File: config.mk
export PLATFORM = sky130hd
export DESIGN_NAME = matrix_scan_driver
export DESIGN_NICKNAME = d
export VERILOG_FILES = /design/src/rtl/matrix_pkg.sv /design/src/rtl/scan_timer.sv /design/src/rtl/matrix_scan_driver.sv
export SDC_FILE = /design/constraint.sdc
export NUM_CORES = 1
export LEC_CHECK = 0
export CORE_ASPECT_RATIO = 0.7
export CORE_MARGIN = 8
export CORE_UTILIZATION = 56
export DETAILED_ROUTE_END_ITERATION = 8
export PLACE_DENSITY = 0.91
export REMOVE_ABC_BUFFERS = 1
export SLEW_MARGIN = 20
export SYNTH_ARGS = -nofsm -noshare
export SYNTH_HDL_FRONTEND = slang
export SYNTH_HIERARCHICAL = 1
export SYNTH_SLANG_ARGS = --single-unit
File: constraint.sdc
create_clock -name clk -period 4.4 [get_ports clk]
set_input_delay 0.44 -clock clk [delete_from_list [all_inputs] [get_ports clk]]
set_output_delay 0.44 -clock clk [all_outputs]
set_load 0.05 [all_outputs]
File: src/rtl/matrix_pkg.sv
// Shared types and constants for the LED matrix scan driver.
// Build option: MATRIX_BRIGHTNESS_EN adds a 3-bit OEB duty control.
package matrix_pkg;

    typedef enum logic [2:0] {
        ST_IDLE,
        ST_FETCH,
        ST_LOAD,
        ST_SHIFT,
        ST_BLANK,
        ST_LATCH,
        ST_ROWCLK,
        ST_SHOW
    } state_t;

    localparam int DEF_COLS   = 32;
    localparam int DEF_ROWS   = 16;
    localparam int DEF_HOLD_W = 8;

    function automatic int row_cycles(input int cols, input int hold_w);
        return 2 * cols + 5 + (1 << hold_w);
    endfunction

endpackage

File: src/rtl/scan_timer.sv
// Loadable down-counter timing the SHIFT and SHOW phases.
// Under MATRIX_BRIGHTNESS_EN it also exports its next count value.
module scan_timer #(
    parameter int W = 8
) (
    input  logic         clk,
    input  logic         reset,
    input  logic         i_load,
    input  logic [W-1:0] i_load_val,
`ifdef MATRIX_BRIGHTNESS_EN
    output logic [W-1:0] o_count_nx,
`endif
    output logic         o_done
);

    logic [W-1:0] r_count;
    logic [W-1:0] w_count_nx;
    logic         r_active;

    always_comb begin
        w_count_nx = r_count;
        if (i_load) begin
            w_count_nx = i_load_val;
        end else if (r_count != '0) begin
            w_count_nx = r_count - 1'b1;
        end
    end

    // done fires once, on the last cycle of a loaded interval
    assign o_done = r_active && (r_count == '0);

    always_ff @(posedge clk) begin
        if (reset) begin
            r_count  <= '0;
            r_active <= 1'b0;
        end else begin
            r_count <= w_count_nx;
            if (i_load) begin
                r_active <= 1'b1;
            end else if (o_done) begin
                r_active <= 1'b0;
            end
        end
    end

`ifdef MATRIX_BRIGHTNESS_EN
    assign o_count_nx = w_count_nx;
`endif

endmodule

File: src/rtl/matrix_scan_driver.sv
// Row-scanning driver for the LED matrix column/row shift chains.
// Build option: MATRIX_BRIGHTNESS_EN adds the brightness input.
module matrix_scan_driver
    import matrix_pkg::*;
#(
    parameter int COLS   = DEF_COLS,
    parameter int ROWS   = DEF_ROWS,
    parameter int HOLD_W = DEF_HOLD_W
) (
    input  logic                    clk,
    input  logic                    reset,
    output logic                    fb_rd,
    output logic [$clog2(ROWS)-1:0] fb_addr,
    input  logic [COLS-1:0]         fb_data,
`ifdef MATRIX_BRIGHTNESS_EN
    input  logic [2:0]              brightness,
`endif
    output logic                    CSDI,
    output logic                    CCLK,
    output logic                    LE,
    output logic                    RSDI,
    output logic                    RCLK,
    output logic                    OEB,
    output logic                    frame_start
);

    localparam int RW = $clog2(ROWS);
    localparam int SW = $clog2(2 * COLS);
    localparam int TW = (HOLD_W > SW) ? HOLD_W : SW;
    localparam logic [TW-1:0] LD_SHIFT = TW'(2 * COLS - 1);
    localparam logic [TW-1:0] LD_HOLD  = TW'((1 << HOLD_W) - 1);
    localparam logic [RW-1:0] ROW_LAST = RW'(ROWS - 1);

    state_t          r_state;
    state_t          w_state_nx;
    logic [RW-1:0]   r_row;
    logic [RW-1:0]   w_row_nx;
    logic [COLS-1:0] r_sreg;
    logic [COLS-1:0] w_sreg_nx;
    logic            w_load;
    logic [TW-1:0]   w_load_val;
    logic            w_done;
    logic            w_cclk_nx;
    logic            w_rsdi_nx;
    logic            w_lit;

`ifdef MATRIX_BRIGHTNESS_EN
    logic [TW-1:0] w_cnt_nx;
    logic [TW-1:0] w_elapsed;
    logic [TW-1:0] w_step;
    logic [2:0]    r_bright;
    logic [2:0]    w_bright_nx;

    if (HOLD_W < 3) begin : g_hold_w_check
        $error("MATRIX_BRIGHTNESS_EN needs HOLD_W >= 3");
    end
`endif

    scan_timer #(
        .W(TW)
    ) u_timer (
        .clk        (clk),
        .reset      (reset),
        .i_load     (w_load),
        .i_load_val (w_load_val),
`ifdef MATRIX_BRIGHTNESS_EN
        .o_count_nx (w_cnt_nx),
`endif
        .o_done     (w_done)
    );

    always_comb begin
        w_state_nx = r_state;
        w_load     = 1'b0;
        w_load_val = LD_SHIFT;
        unique case (r_state)
            ST_IDLE:   w_state_nx = ST_FETCH;
            ST_FETCH:  w_state_nx = ST_LOAD;
            ST_LOAD: begin
                w_state_nx = ST_SHIFT;
                w_load     = 1'b1;
                w_load_val = LD_SHIFT;
            end
            ST_SHIFT: begin
                if (w_done) w_state_nx = ST_BLANK;
            end
            ST_BLANK:  w_state_nx = ST_LATCH;
            ST_LATCH:  w_state_nx = ST_ROWCLK;
            ST_ROWCLK: begin
                w_state_nx = ST_SHOW;
                w_load     = 1'b1;
                w_load_val = LD_HOLD;
            end
            ST_SHOW: begin
                if (w_done) w_state_nx = ST_FETCH;
            end
            default:   w_state_nx = ST_IDLE;
        endcase
    end

    // Outputs are registered from next-cycle values so they line up with state.
    always_comb begin
        w_row_nx = r_row;
        if (r_state == ST_SHOW && w_done) begin
            w_row_nx = (r_row == ROW_LAST) ? '0 : r_row + 1'b1;
        end
        w_sreg_nx = r_sreg;
        if (r_state == ST_LOAD) begin
            w_sreg_nx = fb_data;
        end else if (r_state == ST_SHIFT && CCLK) begin
            w_sreg_nx = r_sreg << 1;
        end
        w_cclk_nx = (w_state_nx == ST_SHIFT) && (r_state == ST_SHIFT) && !CCLK;
        w_rsdi_nx = (r_row == '0) &&
                    ((w_state_nx == ST_BLANK) ||
                     (w_state_nx == ST_LATCH) ||
                     (w_state_nx == ST_ROWCLK));
    end

`ifdef MATRIX_BRIGHTNESS_EN
    always_comb begin
        w_bright_nx = (r_state == ST_ROWCLK) ? brightness : r_bright;
        w_elapsed   = LD_HOLD - w_cnt_nx;
        w_step      = w_elapsed >> (HOLD_W - 3);
        w_lit       = (w_step <= TW'(w_bright_nx));
    end

    always_ff @(posedge clk) begin
        if (reset) r_bright <= '0;
        else       r_bright <= w_bright_nx;
    end
`else
    assign w_lit = 1'b1;
`endif

    always_ff @(posedge clk) begin
        if (reset) begin
            r_state     <= ST_IDLE;
            r_row       <= '0;
            r_sreg      <= '0;
            fb_rd       <= 1'b0;
            fb_addr     <= '0;
            CSDI        <= 1'b0;
            CCLK        <= 1'b0;
            LE          <= 1'b0;
            RSDI        <= 1'b0;
            RCLK        <= 1'b0;
            OEB         <= 1'b1;
            frame_start <= 1'b0;
        end else begin
            r_state     <= w_state_nx;
            r_row       <= w_row_nx;
            r_sreg      <= w_sreg_nx;
            fb_rd       <= (w_state_nx == ST_FETCH);
            fb_addr     <= w_row_nx;
            CSDI        <= (w_state_nx == ST_SHIFT) && w_sreg_nx[COLS-1];
            CCLK        <= w_cclk_nx;
            LE          <= (w_state_nx == ST_LATCH);
            RSDI        <= w_rsdi_nx;
            RCLK        <= (w_state_nx == ST_ROWCLK);
            OEB         <= !((w_state_nx == ST_SHOW) && w_lit);
            frame_start <= (r_state == ST_ROWCLK) && (r_row == '0);
        end
    end

endmodule

== Word level (Yosys, flattened, before mapping) ==
Cells that the tools add are included.
Storage, ports and cells
  register bits after elaboration: 56
  latch bits: 0
  RAM bits: 0
  memory bits (read-only): 0
  output and inout port bits: 12
  logic and storage cells: 62
  memories: 0
Cells by class
  add/subtract/negate cells: 2
  $mul: 0
  divide/modulo/power cells: 0
  $lt $le $gt $ge: 0
  eq/ne operators: 14
  shift-type cells: 0
  muxes and demuxes: 12
  bitwise logic cells: 0
  reduce and logical (&&, ||, !) cells: 20
Operators by type and width (number)
  32-bit 2-to-1 mux: 2
  3-bit == test, second input constant: 8
  8-bit 2-to-1 mux: 3
  3-bit case mux with 8 select lines: 1
  3-bit by 2-bit == test with 1-bit output, second input constant: 3
  1-bit logical AND: 8
  8-bit zero test: 1
  8-bit nonzero test: 1
  8-bit by 1-bit subtractor with 8-bit output, second input constant: 1
  3-bit by 1-bit == test with 1-bit output, second input constant: 2
  3-bit 2-to-1 mux: 2
  2-bit nonzero test: 3
  4-bit by 1-bit adder with 4-bit output, second input constant: 1
  4-bit == test, second input constant: 1
  4-bit zero test: 1
  4-bit 2-to-1 mux: 1
  3-bit zero test: 1
  1-bit 2-to-1 mux: 3
  1-bit zero test: 2
  1-bit logical OR: 2
  2-bit OR reduction: 1

== Longest topological paths before layout ==
Gate-level depths: netlist of run 1.
  depth in word-level cells: 8
  depth in mapped cells: 7
  mapped depth without buffers: 7

== Modules after synthesis ==
The synthesis of run 1 kept the hierarchy.
By module, submodules not included
  matrix_scan_driver: instances 1, cells each 188, area an instance 1985.7 sq um
  scan_timer: instances 1, cells each 65, area an instance 551.8 sq um

== Worst setup path after synthesis of run 1 ==
No wires, ideal clock.
  path kind: reg-to-reg
  start: register u_timer.r_count[0]
  end: register r_row[3]
  setup time: 0.074 ns
  arrival: 2.077 ns
  path slack: 2.248 ns
  cell stages (with the launch flop): 8
  buffers on the path: 0
  clock period less this slack: 2.152 ns
  cell sequence: dfxtp_1 inv_1 ha_1 nor4b_1 and3_1 nand4_4 or3_1 a31oi_1
Between the ends
  cells in the longest elaborated chain, start to end: 3
Ends and longest elaborated chain
  start, declared: line scan_timer.sv:16  | logic [W-1:0] r_count;
  start signal, assigned: line scan_timer.sv:37  | r_count <= w_count_nx;
  8-bit zero test: line scan_timer.sv:30  | assign o_done = r_active && (r_count == '0);
  1-bit logical AND: line scan_timer.sv:30
  via w_done: line matrix_scan_driver.sv:42  | logic w_done;
  1-bit logical AND: line matrix_scan_driver.sv:104  | if (r_state == ST_SHOW && w_done) begin
  end signal, assigned: line matrix_scan_driver.sv:152  | r_row <= w_row_nx;
  end, declared: line matrix_scan_driver.sv:36  | logic [RW-1:0] r_row;
The timed path passes the listed nets, and every way through them passes these cells.
A chain may end at the register's enable or synchronous reset.

== Final worst setup path of run 1 ==
Ends and elaborated chain as after synthesis.

==> results of run 1 <==
-- where the power goes --
part	internal, uW	total (uW)	leakage, uW	switching [uW]
clock network	128	290	0.0000445	162
registers	565	632	0.000457	66.9
logic	177	361	0.000647	184
total	871	1280	0.00115	413
-- stage by stage --
stage | area [sq um] | utilization [%] | total power, uW | setup slack (ps)
2_1_floorplan | 2430 | - | 876 | 2230
3_3_place_gp | 2960 | 67.9 | 970 | 1750
3_5_place_dp | 2960 | 67.9 | 992 | 1680
4_1_cts | 3050 | 70.0 | 1270 | 1660
5_1_grt | 3060 | 70.2 | 1350 | 1800
6_report | 3060 | 70.2 | 1280 | 1950
-- worst max path at each step --
stage / startpoint / endpoint / cells past startpoint
floorplan: u_timer/r_count[0]$_SDFFE_PP0P_ / r_row[3]$_SDFFE_PP0P_ / 7
global route: u_timer/r_count[0]$_SDFFE_PP0P_ / r_row[3]$_SDFFE_PP0P_ / 7
global placement: reset / r_sreg[4]$_SDFFE_PP0P_ / 4
detailed placement: reset / r_sreg[4]$_SDFFE_PP0P_ / 4
CTS: u_timer/r_count[0]$_SDFFE_PP0P_ / r_row[3]$_SDFFE_PP0P_ / 7
finish: u_timer/r_count[0]$_SDFFE_PP0P_ / r_row[3]$_SDFFE_PP0P_ / 7
-- kinds of logic after synthesis --
| group | count (synthesis) |
|---|---|
| simple gates | 95 |
| compound gates | 64 |
| flops | 56 |
| buf+inv | 27 |
| fa+ha+maj | 4 |
| xor+xnor | 3 |
| mux | 3 |
| other cells | 1 |
-- worst max-delay path: stages, from the launching register on --
cell and delay (ps):
dfxtp_1 360, inv_1 90, ha_1 190, nor4b_2 530, and3_1 420, nand4_4 190, or3_1 400, a31oi_1 190
-- layer usage --
| layer | vias up | wire length (um) | GRT usage (%) |
|---|---|---|---|
| li1 | 1020 | - | - |
| met1 | 978 | 2550 | 21.7 |
| met2 | 62 | 2560 | 24.7 |
| met3 | 11 | 390 | 4.12 |
| met4 | 0 | 120 | 6.69 |
| met5 | - | 0 | 0 |
-- state kept, by name, summed over array words and instances, names as in the netlist --
name              cells
r_row                 4
CSDI                  1
CCLK                  1
r_sreg               32
u_timer/r_active      1
r_state               3
OEB                   1
u_timer/r_count       8
RSDI                  1
RCLK                  1
fb_rd                 1
LE                    1
frame_start           1
-- area by class of cell --
cell class                 count  area [sq um]  share of cell area (%)
clock inverter                 1          7.51                   0.246
tap                           55          68.8                    2.25
sequential                    56          1120                    36.7
inverter                      11          41.3                    1.35
timing repair buffer          46           458                    15.0
clock buffer                   7          86.3                    2.83
multi-input combinational    175          1270                    41.6
-- layout by cell type (no fill, tap or decap), types with 5 or more instances in the layout --
cell	Yosys	routed
dfxtp_1	56	56
clkdlybuf4s50_1	0	45
and2_1	29	29
a221o_1	28	28
inv_1	11	11
a21oi_1	11	11
nand2_1	11	11
nor2_1	8	8
o21ai_0	7	7
nand3b_1	6	6
nor3_1	6	6
clkbuf_8	0	6
conb_1	1	6
or3_1	5	5
nand3_1	5	5
-- Yosys cell counts (4+ instances only) --
cell and number:
nand2_1 11, or3_1 5, nand3b_1 6, a21oi_1 11
inv_1 11, and2_1 29, o21ai_0 7, nand3_1 5
nand2b_1 4, nor2_1 8, nor3_1 6, ha_1 4
dfxtp_1 56, buf_6 7, a221o_1 28
==> flow_metrics.tcl, run 1 <==
set metrics [dict create \
    synth_fa_ha_area_share_pct 1.97 \
    synth_mux_area_share_pct 1.23 \
    antennaDiodeCount 0 \
    grt_pass1_wl_um 9180 \
    synth_ff_type "dfxtp_1" \
    synth-warning-count 6 \
    via_count 2071 \
    worstMarginPinSlew_ps 1010 \
    r2r_cells 7 \
    powerDensity_nw_per_um2 420 \
    dp.cells 343 \
    synthToLayoutAreaGrowth_pct 20.4 \
    critPathKind "reg2reg" \
    drt_iter0_drc 170 \
    run_status "finished, final reports clean" \
    hold_buffers 0 \
    hold_viol 0 \
    hp-start "r_sreg[31]$_SDFF_PP0_" \
    critPathCaptureType "flop" \
    synth_area_leader_cell "dfxtp_1" \
    start_util_pct 58.3 \
    vias_per_cell 5.90 \
    cts_buffer_depth 2 \
    critPathLaunchType "flop" \
    postRouteAntennaNets 0 \
    synthArstFlopShare_pct 0 \
    r2r_slack_ps 1950 \
    synth_edf_count 0 \
    critical_path_arrival_ps 2670 \
    timing.final.crit_share_pct 55.7 \
    portBuffers 45 \
    cts.htree.levels 2 \
    die_area_sq_um 6980 \
    synth_top_area_share_pct 44.2 \
    clock_latency_ps 310 \
    cts-root-buf "clkbuf_8" \
    syn_area_sq_um 2540 \
    yosysSeqAreaShare_pct 44.2 \
    nFillCells 344 \
    grt_pass1_vias 1989 \
    synthTopCellsByArea "dfxtp_1 (44%), a221o_1 (11%), and2_1 (7.1%), buf_6 (3.1%), a21oi_1 (2.2%)" \
    drive_above_1_share_pct 6.76 \
    whs_ps 459 \
    instances_no_fill 351 \
    timing.rr.start "u_timer/r_count[0]$_SDFFE_PP0P_" \
    setup_violations 0 \
    netlist_instances 253 \
    critPathRequiredTime_ps 4620 \
    overflow 0 \
    crit_fanout 8 \
    r2r_end "r_row[3]$_SDFFE_PP0P_" \
    routed_wirelength_um 5620 \
    drc 0 \
    worstHoldEndpoint "r_sreg[31]$_SDFF_PP0_" \
    path_clk_slew_ps 90 \
    synth-compound-area-share_pct 21.2 \
    cts_resized 0 \
    synth-seq-cells 56 \
    hold_depth 2 \
    drt-pass1-iter-count 4 \
    hpwl_um 4030 \
    core_region_area_sq_um 4350 \
    wl_per_cell_um 16.0 \
    io_pins 46 \
    cts_buffers 5 \
    finalCriticalPeriod_ps 2450 \
    antenna_found_initial 0 \
    vdd_drop_max_mv 0.293 \
    cts_tree "done" \
    synth_xor_area_share_pct 1.04 \
    synth_cell_type_count 54 \
    max_freq_mhz 408 \
    avgSynthCellArea_sq_um 10.0 \
    synthSimpleGateAreaFrac_pct 23.6 \
    cts_post_setup_buffers_inserted 0 \
    fp.dieW_um 96.5 \
    power_leakage_uw 0.00115 \
    die_y_um 72.3 \
    cts.sinks 56 \
    min_path_type "reg2reg" \
    synth_top_family_by_area "simple AND/OR/NAND/NOR gates" \
    grt_max_degree 29 \
    slew-limit-headroom_pct 32.2 \
    rsz0062_at_grt "no" \
    fin_skew_ps 4.59 \
    num_rows 20 \
    finalMaxSlewViolations 0 \
    nets 333 \
    gp_routability_congestion 0.825 \
    fin_tns_setup_ps 0 \
    grtUsageTotal_pct 16.4 \
    drv_cap 0 \
]
Power figures use the tool's default switching activity.
==> run 2: changes to the inputs <==
Settings changed: CORE_UTILIZATION 56 to 52, PLACE_DENSITY 0.91 to 0.86.
Clock period 4.4 ns to 2.35 ns, I/O delays scaled along.
==> run 2 against run 1 <==
Effect of this change:
- via count down 0.77%
- flip-flop and latch count unchanged
- combinational power up 96%
- routed wire length down 2.2%
- count of clock-buffer cells in the layout down 1
- setup slack worse by 1700 ps
- critical endpoint unchanged
- largest power group unchanged
==> flow_metrics.tcl, run 2 (synthesis gave the netlist of run 1 again) <==
set metrics [dict create \
    overflow 0 \
    hold_buffers 0 \
    drt_iter0_drc 153 \
    crit_fanout 8 \
    internal-power_uw 1770 \
    cp-startpoint "u_timer/r_count[0]$_SDFFE_PP0P_" \
    cts_resized 0 \
    p_clk_share_pct 26.0 \
    place_area_sq_um 3000 \
    reg_top3 "r_sreg x32, u_timer/r_count x8, r_row x4" \
    wl_per_cell_um 15.3 \
    postRouteAntennaNets 0 \
    final_area_sq_um 3120 \
    switching_share_pct 30.1 \
    via_count 2055 \
    nets 339 \
    dp.cells 351 \
    fp.dieW_um 99.5 \
    final_common_cell "dfxtp_1" \
    min_path_type "reg2reg" \
    top_register "r_sreg" \
    seq_power_share_pct 46.1 \
    cts.sinks 56 \
    drv_cap 0 \
    worstMarginPinSlew_ps 1020 \
    grt_pass1_vias 1907 \
    r2r_cells 7 \
    setup_violations 0 \
    cts_tree "done" \
    instances_no_fill 359 \
    fin_tns_setup_ps 0 \
    finalMaxSlewViolations 0 \
    hold_viol 0 \
    critical_path_arrival_ps 2380 \
    largest_register_ffs 32 \
    p_sw_uw 766 \
    num_rows 21 \
    io_pins 46 \
    critPathCapture "r_row[3]$_SDFFE_PP0P_" \
    r2r_end "r_row[3]$_SDFFE_PP0P_" \
    die_y_um 74.4 \
    gp_routability_congestion 0.868 \
    grtUsageTotal_pct 15.2 \
    critPathLaunchType "flop" \
    final_cell_mix "dfxtp_1 (56), clkdlybuf4s50_1 (45), and2_1 (29), a221o_1 (28)" \
    cts-root-buf "clkbuf_8" \
    combPwrFrac_pct 27.9 \
    cts_buffer_depth 2 \
    whs_ps 470 \
    critPathRequiredTime_ps 2600 \
    power_leakage_uw 0.00119 \
    hpwl_um 3920 \
    slew-limit-headroom_pct 31.5 \
    die_area_sq_um 7410 \
    fin_skew_ps 8.58 \
    vdd_drop_max_mv 0.449 \
    drt-pass1-iter-count 4 \
    antennaDiodeCount 0 \
    antenna_found_initial 0 \
    grt_pass1_wl_um 9110 \
    cts.htree.levels 2 \
    vias_per_cell 5.72 \
    hp-start "r_sreg[31]$_SDFF_PP0_" \
    timing.rr.start "u_timer/r_count[0]$_SDFFE_PP0P_" \
    clock_latency_ps 310 \
    core_region_area_sq_um 4730 \
    cts_post_setup_buffers_inserted 0 \
    timing.final.crit_share_pct 90.8 \
    start_util_pct 53.7 \
    rsz0062_at_grt "no" \
    nFillCells 390 \
    portBuffers 45 \
    powerDensity_nw_per_um2 813 \
    grt_max_degree 29 \
    cts_buffers 5 \
    drc 0 \
    run_status "finished, final reports clean" \
    critPathKind "reg2reg" \
    max_freq_mhz 469 \
    r2r_slack_ps 220 \
    synthToLayoutAreaGrowth_pct 23.1 \
    path_clk_slew_ps 100 \
    routed_wirelength_um 5500 \
    finalCriticalPeriod_ps 2130 \
    drive_above_1_share_pct 8.61 \
    critPathCaptureType "flop" \
    p_total_uw 2540 \
]
run 2: power groups by stage:
stage | clock network (uW) | registers, uW | logic, uW
floorplan | 0 | 1180 | 458
global placement | 0 | 1190 | 679
detailed placement | 0 | 1190 | 700
CTS | 669 | 1170 | 704
global route | 706 | 1190 | 774
finish | 659 | 1170 | 709
run 2: worst min path at each step:
stage                                            endpoint  slack (ps)  cells after the start
after floorplan           u_timer/r_count[7]$_SDFFE_PP0P_         300                      1
after global placement              r_sreg[31]$_SDFF_PP0_         440                      2
after detailed placement            r_sreg[31]$_SDFF_PP0_         460                      2
after CTS                           r_sreg[31]$_SDFF_PP0_         470                      2
after global routing                r_sreg[31]$_SDFF_PP0_         490                      2
final                               r_sreg[31]$_SDFF_PP0_         470                      2
run 2: per-stage QoR:
step                      setup WS, ps  util (%)
after floorplan                    177         -
after global placement             188      63.5
after detailed placement           138      63.5
after CTS                          225      66.1
after global routing              27.3      66.1
final                              216      66.1
run 2: metal layers:
metal	wire length [um]	track usage [%]
met1	2720	21.2
met2	2430	21.7
met5	0	0
met3	272	3.83
met4	82	6.51
run 2: cell type report:
type / count / area (sq um) / share of cell area (%)
clock buffers: 6 / 82.6 / 2.64
clock inverters: 2 / 38.8 / 1.24
inverters: 11 / 41.3 / 1.32
multi-input cells: 175 / 1270 / 40.5
flip-flops and latches: 56 / 1120 / 35.9
well taps: 57 / 71.3 / 2.28
repair buffers: 52 / 503 / 16.1
run 2: critical path: stages (launching register included):
cell and delay, ps:
dfxtp_1 350, inv_1 90, ha_1 180, nor4b_1 320, and3_1 390, nand4_4 190
or3_1 390, a31oi_1 150
